`config.mk`:
```
export PLATFORM = sky130hd
export DESIGN_NAME = router_pkt_tx
export DESIGN_NICKNAME = d
export VERILOG_FILES = /design/src/rtl/router_pkg.sv /design/src/rtl/router_tx_buf.sv /design/src/rtl/router_pkt_tx.sv
export SDC_FILE = /design/constraint.sdc
export NUM_CORES = 1
export LEC_CHECK = 0
export CORE_MARGIN = 2
export CORE_UTILIZATION = 35
export DETAILED_ROUTE_END_ITERATION = 10
export GPL_TIMING_DRIVEN = 0
export MAX_ROUTING_LAYER = met4
export PLACE_DENSITY = 0.55
export SYNTH_ARGS = -nofsm -noshare
export SYNTH_HDL_FRONTEND = slang
export SYNTH_SLANG_ARGS = --single-unit
```
`constraint.sdc`:
```
create_clock -name clk -period 8.3 [get_ports clk]
set_clock_uncertainty 0.05 [all_clocks]
set_input_delay 1.66 -clock clk [delete_from_list [all_inputs] [get_ports clk]]
set_output_delay 1.66 -clock clk [all_outputs]
set_load 0.01 [all_outputs]
```
`src/rtl/router_pkg.sv`:
```
// Shared types and constants for the router packet transmitter.
package router_pkg;

  typedef enum logic [2:0] {
    IDLE,
    LOAD,
    HEADER,
    PAYLOAD,
    PARITY,
    GAP
  } tx_state_e;

  localparam logic [1:0]  ADDR_ILLEGAL = 2'd3;
  localparam int unsigned HDR_LEN_LSB  = 2;
  localparam int unsigned MAX_PAYLOAD  = 63;

endpackage

```
`src/rtl/router_tx_buf.sv`:
```
// Payload buffer: synchronous write, registered read (read-before-write on a same-slot collision).
module router_tx_buf
  import router_pkg::*;
#(
  parameter int unsigned AW    = 6,
  parameter int unsigned DEPTH = 64
) (
  input  logic          clk,
  input  logic          wr_en,
  input  logic [AW-1:0] wr_addr,
  input  logic [7:0]    wr_data,
  input  logic [AW-1:0] rd_addr,
  output logic [7:0]    rd_data
);

  logic [7:0] mem_q [DEPTH];
  logic [7:0] rd_data_q;

  always_ff @(posedge clk) begin
    if (wr_en) mem_q[wr_addr] <= wr_data;
    rd_data_q <= mem_q[rd_addr];
  end

  assign rd_data = rd_data_q;

endmodule

```
`src/rtl/router_pkt_tx.sv`:
```
// Packet source for the router input port: buffers a payload, then sends header/payload/parity.
// Optional ROUTER_TX_ERR_INJECT_EN adds inj_parity to send an inverted parity byte.
module router_pkt_tx
  import router_pkg::*;
#(
  parameter int unsigned LEN_W      = 6,
  parameter int unsigned GAP_CYCLES = 2
) (
  input  logic             clk,
  input  logic             resetn,
  input  logic             req_valid,
  output logic             req_ready,
  input  logic [1:0]       req_addr,
  input  logic [LEN_W-1:0] req_len,
  input  logic             pl_valid,
  input  logic [7:0]       pl_data,
  output logic             pl_ready,
  input  logic             busy,
  output logic             packet_valid,
  output logic [7:0]       data_out,
  output logic             tx_done,
`ifdef ROUTER_TX_ERR_INJECT_EN
  input  logic             inj_parity,
`endif
  output logic             req_err
);

  localparam logic [3:0] GAP_LAST = 4'(GAP_CYCLES - 1);

  tx_state_e        state_q, state_d;
  logic             req_ready_q, req_ready_d;
  logic             pl_ready_q, pl_ready_d;
  logic             pv_q, pv_d;
  logic [7:0]       data_out_q, data_out_d;
  logic             req_err_q, req_err_d;
  logic [7:0]       hdr_q, hdr_d;
  logic [7:0]       parity_q, parity_d;
  logic [LEN_W-1:0] wr_cnt_q, wr_cnt_d;
  logic [LEN_W-1:0] rd_cnt_q, rd_cnt_d;
  logic [3:0]       gap_cnt_q, gap_cnt_d;
  logic             inj_q, inj_d;

  logic [7:0]       hdr_in;
  logic [LEN_W-1:0] len_q;
  logic [7:0]       parity_tx;
  logic [7:0]       rd_data;
  logic             pl_fire;

  always_comb begin
    hdr_in                         = '0;
    hdr_in[7:HDR_LEN_LSB]          = req_len;
    hdr_in[HDR_LEN_LSB-1:0]        = req_addr;
  end

  assign len_q   = hdr_q[7:HDR_LEN_LSB];
  assign pl_fire = pl_valid && pl_ready_q;

`ifdef ROUTER_TX_ERR_INJECT_EN
  assign parity_tx = inj_q ? ~parity_q : parity_q;
`else
  assign parity_tx = parity_q;
`endif

  // Read address follows rd_cnt_d, so rd_data already holds buf[rd_cnt_q] when it is loaded.
  router_tx_buf #(
    .AW    (LEN_W),
    .DEPTH (MAX_PAYLOAD + 1)
  ) u_buf (
    .clk     (clk),
    .wr_en   (pl_fire),
    .wr_addr (wr_cnt_q),
    .wr_data (pl_data),
    .rd_addr (rd_cnt_d),
    .rd_data (rd_data)
  );

  always_comb begin
    state_d     = state_q;
    req_ready_d = req_ready_q;
    pl_ready_d  = 1'b0;
    pv_d        = pv_q;
    data_out_d  = data_out_q;
    req_err_d   = 1'b0;
    hdr_d       = hdr_q;
    parity_d    = parity_q;
    wr_cnt_d    = wr_cnt_q;
    rd_cnt_d    = rd_cnt_q;
    gap_cnt_d   = gap_cnt_q;
    inj_d       = inj_q;
    case (state_q)
      IDLE: begin
        req_ready_d = 1'b1;
        if (req_valid && req_ready_q) begin
          if (req_len == '0 || req_addr == ADDR_ILLEGAL) begin
            req_err_d = 1'b1;
          end else begin
            hdr_d       = hdr_in;
            parity_d    = hdr_in;
            wr_cnt_d    = '0;
            rd_cnt_d    = '0;
            state_d     = LOAD;
            req_ready_d = 1'b0;
            pl_ready_d  = 1'b1;
`ifdef ROUTER_TX_ERR_INJECT_EN
            inj_d       = inj_parity;
`endif
          end
        end
      end
      LOAD: begin
        if (pl_fire) begin
          parity_d = parity_q ^ pl_data;
          wr_cnt_d = wr_cnt_q + 1'b1;
        end
        pl_ready_d = (wr_cnt_d != len_q);
        // One settle cycle after the last write so the registered read of slot 0 is fresh.
        if (wr_cnt_q == len_q) begin
          state_d    = HEADER;
          pv_d       = 1'b1;
          data_out_d = hdr_q;
        end
      end
      HEADER: begin
        if (!busy) begin
          data_out_d = rd_data;
          rd_cnt_d   = rd_cnt_q + 1'b1;
          state_d    = PAYLOAD;
        end
      end
      PAYLOAD: begin
        if (!busy) begin
          if (rd_cnt_q == len_q) begin
            pv_d       = 1'b0;
            data_out_d = parity_tx;
            state_d    = PARITY;
          end else begin
            data_out_d = rd_data;
            rd_cnt_d   = rd_cnt_q + 1'b1;
          end
        end
      end
      PARITY: begin
        if (!busy) begin
          data_out_d = '0;
          gap_cnt_d  = '0;
          if (GAP_CYCLES == 0) begin
            state_d     = IDLE;
            req_ready_d = 1'b1;
          end else begin
            state_d = GAP;
          end
        end
      end
      GAP: begin
        if (gap_cnt_q == GAP_LAST) begin
          state_d     = IDLE;
          req_ready_d = 1'b1;
        end else begin
          gap_cnt_d = gap_cnt_q + 1'b1;
        end
      end
      default: begin
        state_d = IDLE;
        pv_d    = 1'b0;
      end
    endcase
  end

  always_ff @(posedge clk or negedge resetn) begin
    if (!resetn) begin
      state_q     <= IDLE;
      req_ready_q <= 1'b0;
      pl_ready_q  <= 1'b0;
      pv_q        <= 1'b0;
      data_out_q  <= '0;
      req_err_q   <= 1'b0;
      hdr_q       <= '0;
      parity_q    <= '0;
      wr_cnt_q    <= '0;
      rd_cnt_q    <= '0;
      gap_cnt_q   <= '0;
      inj_q       <= 1'b0;
    end else begin
      state_q     <= state_d;
      req_ready_q <= req_ready_d;
      pl_ready_q  <= pl_ready_d;
      pv_q        <= pv_d;
      data_out_q  <= data_out_d;
      req_err_q   <= req_err_d;
      hdr_q       <= hdr_d;
      parity_q    <= parity_d;
      wr_cnt_q    <= wr_cnt_d;
      rd_cnt_q    <= rd_cnt_d;
      gap_cnt_q   <= gap_cnt_d;
      inj_q       <= inj_d;
    end
  end

  assign req_ready    = req_ready_q;
  assign pl_ready     = pl_ready_q;
  assign packet_valid = pv_q;
  assign data_out     = data_out_q;
  assign req_err      = req_err_q;
  // tx_done marks the acceptance cycle itself, so it follows busy within the cycle.
  assign tx_done      = (state_q == PARITY) && !busy;

endmodule
```
# Word level (Yosys, flattened, before mapping)
# Memory sizes are Yosys's and may differ from the RTL's. A register that Yosys moved wholly into a read port is not among the register bits.
# Index checks and enable logic that the tools add are counted.
# Widths: inputs -> output; s select.
[word_totals]
ff_bits = 47
latchBits = 0
mem_bits_rw = 512
romBits = 0
inputBits = 21
output_inout_bits = 13
wordCells = 106
n_memories = 1
[memory_table]
columns = ["memory", "depth", "width", "read_ports", "rd_clocked_by_memory_dff", "wr", "line", "text"]
rows = [
  ["u_buf.mem_q", 64, 8, 1, 1, 1, "router_tx_buf.sv:16", "logic [7:0] mem_q [DEPTH];"],
]
[op_classes]
n_addsub = 3
multipliers = 0
div = 0
n_lt_le_gt_ge = 0
n_eq_ne = 20
n_shift = 0
muxes = 48
n_bitwise = 3
n_reduce_logical = 20
[ops]
columns = ["operator", "count"]
rows = [
  ["$mux 8", 8],
  ["$mux 6", 9],
  ["$pmux 8 s4", 1],
  ["$mux 3", 8],
  ["$ne 2x2->1 const B", 10],
  ["$pmux 3 s6", 1],
  ["$pmux 6 s3", 1],
  ["$pmux 8 s2", 1],
  ["$add 6x1->6 const B", 2],
  ["$eq 6x6->1", 2],
  ["$mux 1", 12],
  ["$pmux 6 s2", 1],
  ["$reduce_and 3->1", 3],
  ["$mux 4", 2],
  ["$pmux 4 s2", 1],
  ["$reduce_and 4->1", 2],
  ["$reduce_and 8->1", 1],
  ["$xor 8x8->8", 1],
  ["$eq 3x2->1 const B", 2],
  ["$eq 3x3->1 const B", 2],
  ["$logic_not 6->1", 1],
  ["$ne 6x6->1", 1],
  ["$reduce_bool 2->1", 3],
  ["$reduce_and 5->1", 1],
  ["14 further kinds", 18],
]

# Logic depth before layout (Yosys ltp)
# Gate-level depths: netlist of run 1.
[logic_depth]
depth_word = 5
depth_mapped = 14
ltp_nobuf = 11

# By module
# Synthesis of run 1 repeated with hierarchy kept, for this count alone.
[unflattened]
hier_cells = 1257
hier_area_um2 = 22979.5
[modules_own_cells]
columns = ["mod", "instances", "cells_per_inst", "area_per_inst_um2", "seq_area_each_um2"]
rows = [
  ["router_tx_buf", 1, 940, 20166.8, 15534.9],
  ["router_pkt_tx", 1, 317, 2812.7, 1176.1],
]

# Least setup slack after synthesis of run 1
# No wires, ideal clock.
[synth_path]
path_kind = "input -> register"
startpoint = "input port req_len[1]"
endpoint = "register u_buf.rd_data_q[6] (netlist: u_buf.rd_data[6]), read port of u_buf.mem_q"
setup_time_ps = 124
t_arrival_ps = 3599
t_required_ps = 8126
slack_ps = 4527
cell_stages = 11
n_path_buf = 1
path_cell_list = "nor4_1 -> a22oi_1 -> o21ai_1 -> o31ai_1 -> o31a_1 -> buf_2 -> inv_2 -> nor3_1 -> nand2_1 -> nand4_1 -> nor4_2"
[synth_between]
elab_chain_cells = 5
[synth_rtl]
columns = ["element", "line", "text"]
rows = [
  ["from (decl)", "router_pkt_tx.sv:14", "input logic [LEN_W-1:0] req_len,"],
  ["$logic_not 6->1", "router_pkt_tx.sv:94", "if (req_len == '0 || req_addr == ADDR_ILLEGAL) begin"],
  ["$logic_or 1x1->1", "router_pkt_tx.sv:94", ""],
  ["$mux 6", "router_pkt_tx.sv:94", ""],
  ["$mux 6", "router_pkt_tx.sv:93", "if (req_valid && req_ready_q) begin"],
  ["$pmux 6 s3", "router_pkt_tx.sv:90", "case (state_q)"],
  ["net rd_cnt_d[5]", "router_pkt_tx.sv:39", "logic [LEN_W-1:0] rd_cnt_q, rd_cnt_d;"],
  ["to (decl)", "router_tx_buf.sv:17", "logic [7:0] rd_data_q;"],
]
# The timed path passes the listed nets, and every way through them passes these cells.
# A chain may end at the register's enable or synchronous reset.

# Worst setup path in the final report of run 1
[layout_path]
startpoint = "input port req_len[0]"
endpoint = "register u_buf.rd_data_q[1] (netlist: u_buf.rd_data[1]), read port of u_buf.mem_q"
[layout_between]
elab_chain_cells = 5
[layout_rtl]
columns = ["element", "line"]
rows = [
  ["$logic_not 6->1", "router_pkt_tx.sv:94"],
  ["$logic_or 1x1->1", "router_pkt_tx.sv:94"],
  ["$mux 6", "router_pkt_tx.sv:94"],
  ["$mux 6", "router_pkt_tx.sv:93"],
  ["$pmux 6 s3", "router_pkt_tx.sv:90"],
]
# No other way between the ends.

==> results of run 1 <==
per-layer routing:
metal  track usage, %  wire [um]  share of wire, %  vias to the layer above
met5                -          0                 0                        -
met4             4.71       1400               2.0                        0
met1             27.9      30400                44                     7724
met2             31.0      31800                46                      594
met3             3.38       5070               7.4                       87
li1                 -          -                 -                     6803
registers in the layout, indices dropped and copies added (netlist names):
signal / count
req_err: 1
u_buf.mem_q: 512
rd_cnt_q: 6
u_buf.rd_data: 8
packet_valid: 1
pl_ready: 1
gap_cnt_q: 4
parity_q: 8
hdr_q: 8
state_q: 3
wr_cnt_q: 6
data_out: 8
req_ready: 1
cell families after synthesis:
| logic type | share of synthesized area, % |
|---|---|
| XOR/XNOR | 0.697 |
| buffers and inverters | 2.46 |
| flip-flops | 71.0 |
| multiplexers | 3.06 |
| AO/OA/AOI/OAI | 12.8 |
| AND/OR/NAND/NOR | 9.76 |
| adder cells (fa/ha/maj) | 0.213 |
synth_stat cells (3+ instances only):
master / number
o22ai_1: 8
mux2_1: 7
nand2b_1: 14
nor2_1: 98
o31ai_1: 4
o31a_1: 3
o21ai_0: 43
buf_2: 59
mux2_2: 49
and2_1: 3
a21oi_1: 226
dfxtp_1: 8
mux2i_1: 9
nor3_2: 10
nor2b_1: 5
inv_1: 5
buf_6: 6
nand3_1: 21
a22o_1: 65
nor4_1: 3
and3_1: 18
inv_2: 3
a22oi_1: 81
nor4_2: 8
clkbuf_1: 29
a41oi_1: 8
nor3b_1: 3
a32o_1: 9
xnor2_1: 10
edfxtp_1: 512
o21ai_1: 3
nor3_1: 6
a31oi_1: 3
dfrtp_1: 47
or3_1: 3
buf_1: 5
nor2_2: 3
ha_1: 4
buf_4: 7
xor2_1: 5
nand2_1: 290
nand4_1: 10
power by group:
part           leakage, nW  internal [mW]  switching [mW]
Combinational         2.90           1.30            2.39
Sequential            5.24           3.25           0.117
Clock                0.892           1.44            1.09
Total                 9.03           5.99            3.60
area by class of cell:
| type | count | area [um2] | area share, % |
|---|---|---|---|
| buffer | 106 | 543 | 2.02 |
| clock buffer | 69 | 1540 | 5.74 |
| clock inverter | 36 | 287 | 1.07 |
| inverter | 9 | 36.3 | 0.135 |
| multi-input combinational | 1063 | 6240 | 23.2 |
| sequential | 567 | 16700 | 62.2 |
| tap | 873 | 1090 | 4.06 |
| timing repair buffer | 40 | 430 | 1.60 |
final timing paths:
path	startpoint	to	slack, ps
setup / recovery	req_len[0]	u_buf.rd_data[1]	3080
hold / removal	hdr_q[0]	hdr_q[0]	470
setup reg to reg	hdr_q[5]	u_buf.rd_data[1]	4220
hold reg to reg	hdr_q[0]	hdr_q[0]	470
max in group asynchronous	resetn	data_out[2]	6800
min in group asynchronous	resetn	rd_cnt_q[0]	910
==> impl_metrics.env, run 1 <==
export IMPL_dp_cells=2658
export IMPL_cp_required_ps=8720
export IMPL_first_pass_iters=5
export IMPL_dp_slack_ps=2420
export IMPL_critPathKind="input pin to register"
export IMPL_antenna_found_initial=1
export IMPL_tightest_slew_ps=1170
export IMPL_async_flop_share_pct=8.29
export IMPL_layout_cells_most_common="edfxtp_1"
export IMPL_grt_max_degree=67
export IMPL_cts_tree="built"
export IMPL_cts_setup_buffers=0
export IMPL_setup_slack_ps=3080
export IMPL_instances_no_fill=2763
export IMPL_crit_chain="clkdlybuf4s50_1 > nor4_1 > a22oi_1 > o211ai_1 > o21ai_4 > buf_2 > buf_4 > a21oi_1 > a22o_1 > a22oi_1 > o21ai_0 > nor4_2"
export IMPL_synth_ff_type="edfxtp_1"
export IMPL_worstSetupStartpointType="input pin"
export IMPL_maxCapViolCount=0
export IMPL_area_delta_synth_final_pct=14.3
export IMPL_timing_slew_headroom_pct=21.2
export IMPL_hold_viol=0
export IMPL_grt_pass1_wl_mm=100
export IMPL_mostFrequentLayoutCells="edfxtp_1, nand2_1, a21oi_1"
export IMPL_coreArea_mm2=0.0668
export IMPL_clock_path_buffers=3
export IMPL_synth_top_cell_area_share_pct=65.4
export IMPL_fill_cells=6247
export IMPL_synth_cell_types=66
export IMPL_crit_buf_inv=3
export IMPL_cts_hold_buf=0
export IMPL_synth_edff_count=512
export IMPL_routed_wl_mm=68.7
export IMPL_clk_latency_ps=640
export IMPL_grt_pass1_vias=14700
export IMPL_postSynthRegisterBits=567
export IMPL_powerDensity_mw_per_mm2=357
export IMPL_fin_setup_tns_ps=0
export IMPL_nNetsFinal=1870
export IMPL_path_depth=12
export IMPL_synth_top_area_cell="edfxtp_1"
export IMPL_wl_per_cell_um=24.9
export IMPL_gp_congestion=0.937
export IMPL_endpoint_kind="register"
export IMPL_drt_antenna_violating_nets=0
export IMPL_slew_viol_final=0
export IMPL_num_vias=15200
export IMPL_overflow=0
export IMPL_portBuffers=33
export IMPL_dpl_hpwl_mm=46.0
export IMPL_postSynthAreaPerCell_um2=13.5
export IMPL_min_period_ps=5220
export IMPL_crit_path_max_fanout=10
export IMPL_status="finished, final reports clean"
export IMPL_rr_worst_depth=12
export IMPL_yosysWarningCount=0
export IMPL_synthCells=1745
export IMPL_ys_seq_area_share_pct=71.0
export IMPL_diodes=0
export IMPL_period_share_pct=62.9
export IMPL_io_pins=34
export IMPL_synth_area_top_cells="edfxtp_1, dfrtp_1, a21oi_1"
export IMPL_drive_gt1_share_pct=13.6
export IMPL_cts_resized_gates=0
export IMPL_hold_depth=1
export IMPL_total_power_mw=9.59
export IMPL_critPathTopFamily="compound AO/OA/AOI/OAI gates"
export IMPL_p_leak_nw=9.03
export IMPL_finish_utilization_pct=40.2
export IMPL_finalSetupViolations=0
export IMPL_start_util_pct=35.2
export IMPL_placement_rows=95
export IMPL_die_x_um=263
export IMPL_grtUsageTotal_pct=20.1
export IMPL_vias_per_cell=5.50
export IMPL_cts_root_buf="clkbuf_16"
export IMPL_fmaxAchievable_mhz=192
export IMPL_htreeDepth=2
export IMPL_drc_errors=0
export IMPL_synthesis_area_mm2=0.0235
export IMPL_cts_buffers=58
export IMPL_drtIter0Drc=1571
export IMPL_syn_nets=1770
export IMPL_cpMostUsedCell="a22oi_1"
export IMPL_dieArea_mm2=0.0693
export IMPL_rsz0062_at_grt="no"
export IMPL_peakVddDrop_mv=0.171
export IMPL_clk_pin_slew_worst_paths_ps=60
export IMPL_crit_arrival_ps=5640
export IMPL_postPlaceCellArea_mm2=0.0250
export IMPL_whs_ps=474
export IMPL_hp_class="register to register"
export IMPL_crit_path_top_delay_cell="clkdlybuf4s50_1"
export IMPL_critPathMaxStageDelay_ps=550
export IMPL_design_area_mm2=0.0269
export IMPL_fp_dieH_um=263
export IMPL_clock_sinks=567
(Power assumes the default switching activity.)
==> run 2, diff against run 1 <==
Settings changed: PLACE_DENSITY 0.55 to 0.56.
Clock period 8.3 ns to 4.5 ns, I/O delays scaled along.
==> run 2 against run 1 <==
Register-to-register slack worse by 3700 ps. Via count up 0.32%. Clock power increased by 87%. Sequential power is 85% higher. Non-clock buffer count down 2. Wire length grew 0.86%. Critical path type unchanged. Largest cell class unchanged.
==> impl_metrics.env, run 2 (synthesis results as in run 1) <==
export IMPL_status="finished, final reports clean"
export IMPL_pwr_share_seq_pct=34.9
export IMPL_fmaxAchievable_mhz=235
export IMPL_num_vias=15300
export IMPL_sw_frac_of_total_pct=38.1
export IMPL_start_util_pct=35.2
export IMPL_crit_chain="clkdlybuf4s50_1 > nor4_1 > a22oi_2 > o2111ai_1 > o22ai_2 > inv_2 > buf_4 > clkbuf_1 > nand2_1 > a22o_1 > a22oi_1 > nand4_1 > nor4_2"
export IMPL_die_x_um=263
export IMPL_largest_reg_flops=512
export IMPL_crit_path_max_fanout=10
export IMPL_period_share_pct=94.6
export IMPL_htreeDepth=2
export IMPL_nNetsFinal=1869
export IMPL_max_flop_register="u_buf.mem_q"
export IMPL_cts_tree="built"
export IMPL_internal_power_mw=11.0
export IMPL_crit_path_top_delay_cell="clkbuf_1"
export IMPL_instances_no_fill=2766
export IMPL_antenna_found_initial=0
export IMPL_diodes=0
export IMPL_io_pins=34
export IMPL_vias_per_cell=5.52
export IMPL_powerDensity_mw_per_mm2=663
export IMPL_min_period_ps=4260
export IMPL_endpoint_kind="register"
export IMPL_peakVddDrop_mv=0.339
export IMPL_grt_pass1_wl_mm=101
export IMPL_grt_max_degree=67
export IMPL_clk_pin_slew_worst_paths_ps=60
export IMPL_grt_pass1_vias=14900
export IMPL_critPathMaxStageDelay_ps=640
export IMPL_slew_viol_final=0
export IMPL_dieArea_mm2=0.0693
export IMPL_fin_setup_tns_ps=0
export IMPL_tightest_slew_ps=1120
export IMPL_rsz0062_at_grt="no"
export IMPL_grtUsageTotal_pct=20.4
export IMPL_area_delta_synth_final_pct=14.3
export IMPL_overflow=0
export IMPL_first_pass_iters=6
export IMPL_drive_gt1_share_pct=13.7
export IMPL_placement_rows=95
export IMPL_hold_viol=0
export IMPL_p_clk_share_pct=26.6
export IMPL_p_comb_share_pct=38.5
export IMPL_clock_sinks=567
export IMPL_drtIter0Drc=1707
export IMPL_critPathLaunch="req_len[0]"
export IMPL_cts_buffers=59
export IMPL_routed_wl_mm=69.3
export IMPL_wl_per_cell_um=25.0
export IMPL_portBuffers=33
export IMPL_rr_worst_depth=12
export IMPL_finish_utilization_pct=40.3
export IMPL_clk_latency_ps=650
export IMPL_p_leak_nw=9.01
export IMPL_clock_path_buffers=3
export IMPL_cts_root_buf="clkbuf_16"
export IMPL_hp_class="input pin to asynchronous set/reset pin"
export IMPL_timing_slew_headroom_pct=25.0
export IMPL_maxCapViolCount=0
export IMPL_drt_antenna_violating_nets=0
export IMPL_dpl_hpwl_mm=45.9
export IMPL_crit_arrival_ps=4720
export IMPL_critPathKind="input pin to register"
export IMPL_gp_congestion=1.08
export IMPL_finalSetupViolations=0
export IMPL_drc_errors=0
export IMPL_cp_required_ps=4960
export IMPL_dp_cells=2656
export IMPL_coreArea_mm2=0.0668
export IMPL_p_switching_mw=6.80
export IMPL_fp_dieH_um=263
export IMPL_layout_cells_most_common="edfxtp_1"
export IMPL_mostFrequentLayoutCells="edfxtp_1, nand2_1, a21oi_1"
export IMPL_worstSetupStartpointType="input pin"
export IMPL_timing_rr_start="hdr_q[2]"
==> run 2: critical path: cells and delay by family <==
family / cells / cell delay [ps]
compound gates: 5 / 1070
buf+inv: 4 / 1460
simple gates: 4 / 1260
==> run 2: metal layers <==
metal | global-route usage (%) | vias to the layer above | share of wire [%]
met5 | - | - | 0
met4 | 6.16 | 0 | 3.3
met3 | 3.68 | 112 | 7.5
met2 | 31.2 | 629 | 46
met1 | 27.7 | 7702 | 43
li1 | - | 6813 | -
==> run 2: layout make-up <==
| class | count | area [um2] |
|---|---|---|
| multi-input cells | 1063 | 6250 |
| clock buffers | 75 | 1570 |
| clock inverters | 35 | 294 |
| inverters | 9 | 36.3 |
| fillers | 6248 | 39900 |
| well taps | 873 | 1090 |
| repair buffers | 38 | 395 |
| plain buffers | 106 | 543 |
| flip-flops and latches | 567 | 16700 |
==> run 2: worst paths after layout <==
check	slack, ps	endpoint
worst max-delay path	240	u_buf.rd_data[7]
worst min-delay path	70	gap_cnt_q[3]
worst max register to register	570	u_buf.rd_data[7]
worst min register to register	470	hdr_q[1]
max in group asynchronous	3850	rd_cnt_q[4]
min in group clk	470	hdr_q[1]
==> run 2: power groups by stage <==
stage               combinational, mW  clock (mW)  sequential [mW]
floorplan                        4.32           0             6.26
global placement                 6.74           0             6.33
detailed placement               6.79           0             6.32
CTS                              6.82        4.82             6.21
global route                     7.35        5.02             6.25
finish                           6.87        4.75             6.22
==> run 2: stage by stage <==
step / total power, mW / setup WS [ps] / area [um2] / hold WS (ps)
after global routing: 18.6 / 191 / 26900 / 57.7
after detailed placement: 13.1 / -588 / 25000 / 461
final: 17.8 / 245 / 26900 / 70.3
after CTS: 17.9 / 59.6 / 26900 / 45.9
after floorplan: 10.6 / 1490 / 23500 / 431
after global placement: 13.1 / -533 / 24900 / 453
==> run 2: what timing repair did <==
item	CTS	global route
hold buffers	0	0
gates resized for setup	0	2
endpoints found under the setup margin	0	2
setup buffers	0	0
==> run 3, diff against run 2 <==
Settings changed: CAP_MARGIN set to 10, PLACE_DENSITY 0.56 to 0.58.
==> run 3 against run 2 <==
Combinational power hardly changed. Wire length fell by 0.22%. Utilization rose by 0.21 points. Fmax down 0.34%. Global-route usage down 0.20 points. Largest power group unchanged.
==> impl_metrics.env, run 3 (synthesis results as in run 1) <==
export IMPL_nNetsFinal=1873
export IMPL_globalRouteMet1Util_pct=27.7
export IMPL_wl_per_cell_um=24.9
export IMPL_grt_pass1_wl_mm=100
export IMPL_use_met3_pct=3.16
export IMPL_p_comb_share_pct=38.1
export IMPL_first_pass_iters=6
export IMPL_fill_cells=6164
export IMPL_clock_path_buffers=3
export IMPL_num_vias=15400
export IMPL_status="finished, final reports clean"
export IMPL_rr_worst_depth=11
export IMPL_timing_slew_headroom_pct=24.2
export IMPL_fp_dieH_um=263
export IMPL_drt_antenna_violating_nets=0
export IMPL_hp_class="input pin to asynchronous set/reset pin"
export IMPL_drc_errors=0
export IMPL_dp_slack_ps=-325
export IMPL_cp_required_ps=4990
export IMPL_whs_ps=125
export IMPL_design_area_mm2=0.0270
export IMPL_clk_latency_ps=650
export IMPL_crit_buf_inv=4
export IMPL_grt_max_degree=67
export IMPL_p_clk_share_pct=27.3
export IMPL_pwr_share_seq_pct=34.6
export IMPL_finalSetupViolations=0
export IMPL_peakVddDrop_mv=0.335
export IMPL_cts_setup_buffers=0
export IMPL_overflow=0
export IMPL_coreArea_mm2=0.0668
export IMPL_crit_chain="clkdlybuf4s50_1 > nor4_1 > a22oi_1 > o2111ai_1 > o22ai_2 > buf_2 > buf_2 > buf_2 > nand2_1 > a22oi_1 > o22ai_1 > nor4_2"
export IMPL_gp_congestion=0.929
export IMPL_portBuffers=33
export IMPL_cts_buffers=59
export IMPL_slew_viol_final=0
export IMPL_dp_cells=2660
export IMPL_clk_pin_slew_worst_paths_ps=70
export IMPL_top_usage_layer="met2"
export IMPL_drtIter0Drc=1762
export IMPL_grtUsageTotal_pct=20.2
export IMPL_fin_setup_tns_ps=0
export IMPL_tightest_slew_ps=1130
export IMPL_postPlaceCellArea_mm2=0.0251
export IMPL_dpl_hpwl_mm=46.6
export IMPL_instances_no_fill=2771
export IMPL_fmaxAchievable_mhz=234
export IMPL_hold_viol=0
export IMPL_maxCapViolCount=0
export IMPL_clock_sinks=567
export IMPL_crit_path_max_fanout=10
export IMPL_worstSetupStartpointType="input pin"
export IMPL_max_flop_register="u_buf.mem_q"
export IMPL_area_delta_synth_final_pct=14.9
export IMPL_io_pins=34
export IMPL_total_power_mw=18.0
export IMPL_setup_slack_ps=230
export IMPL_crit_path_top_delay_cell="clkdlybuf4s50_1"
export IMPL_routed_wl_mm=69.1
export IMPL_die_x_um=263
export IMPL_cts_root_buf="clkbuf_16"
export IMPL_largest_reg_flops=512
export IMPL_rsz0062_at_grt="no"
export IMPL_grt_pass1_vias=14700
export IMPL_mostFrequentLayoutCells="edfxtp_1, nand2_1, a21oi_1"
export IMPL_cts_hold_buf=0
export IMPL_cts_resized_gates=0
export IMPL_p_leak_nw=9.08
export IMPL_critPathTopFamily="buffers and inverters"
export IMPL_cts_tree="built"
export IMPL_cpMostUsedCell="buf_2"
export IMPL_antenna_found_initial=0
export IMPL_layout_cells_most_common="edfxtp_1"
export IMPL_diodes=0
export IMPL_vias_per_cell=5.55
export IMPL_path_depth=12
export IMPL_powerDensity_mw_per_mm2=666
export IMPL_drive_gt1_share_pct=14.3
export IMPL_endpoint_kind="register"
export IMPL_critPathMaxStageDelay_ps=540
export IMPL_finish_utilization_pct=40.5
export IMPL_dieArea_mm2=0.0693
export IMPL_start_util_pct=35.2
export IMPL_critPathKind="input pin to register"
export IMPL_placement_rows=95
export IMPL_internal_power_mw=11.1
export IMPL_min_period_ps=4270
export IMPL_sw_frac_of_total_pct=38.1
export IMPL_p_switching_mw=6.86
export IMPL_crit_arrival_ps=4760
export IMPL_period_share_pct=94.9
export IMPL_htreeDepth=2
export IMPL_grt_util_met2_pct=30.9
-- run 3: cell types whose count changed in the layout (fill, tap and decap cells not counted), moves of 3 or more --
cell	delta
clkinv_4	+5
buf_4	-3
buf_2	+4
clkinv_1	-8
clkinv_2	+4
buf_12	+3
-- run 3: final cells by class --
type	count	area (um2)	share of cell area, %
Clock buffer	71	1530	5.67
Buffer	106	543	2.01
Clock inverter	40	428	1.58
Multi-Input combinational cell	1063	6240	23.1
Tap cell	873	1090	4.04
Timing Repair Buffer	42	453	1.68
Inverter	9	36.3	0.134
Sequential cell	567	16700	61.8
-- run 3: final timing paths --
| path | start | end | slack (ps) |
|---|---|---|---|
| max in group asynchronous | resetn | rd_cnt_q[2] | 3760 |
| hold / removal | resetn | rd_cnt_q[3] | 130 |
| setup / recovery | req_len[1] | u_buf.rd_data[2] | 230 |
| min in group clk | hdr_q[0] | hdr_q[0] | 470 |
| setup reg to reg | hdr_q[5] | u_buf.rd_data[2] | 600 |
| hold reg to reg | hdr_q[0] | hdr_q[0] | 470 |
-- run 3: worst register-to-register path: stages (launching register included) --
cell and delay (ps):
dfrtp_1 490, xnor2_1 330, nand3_2 200, o211a_1 260, o22ai_2 260, buf_2 360, buf_2 420, buf_2 350
nand2_1 100, a22oi_1 340, o22ai_1 250, nor4_2 380
-- run 3: power by group through the flow --
| stage | Sequential [mW] | Combinational [mW] | Clock (mW) |
|---|---|---|---|
| finish | 6.23 | 6.86 | 4.92 |
| global route | 6.25 | 7.32 | 5.18 |
| CTS | 6.22 | 6.81 | 4.97 |
| detailed placement | 6.33 | 6.77 | 0 |
| global placement | 6.33 | 6.75 | 0 |
| floorplan | 6.26 | 4.32 | 0 |
-- run 3: metal layers --
layer  part of all wire (%)  up-vias  routed length [um]
met3                    7.4      109                5090
li1                       -     6803                   -
met5                      0        -                   0
met2                     46      678               31600
met4                    3.3        0                2270
met1                     44     7794               30200
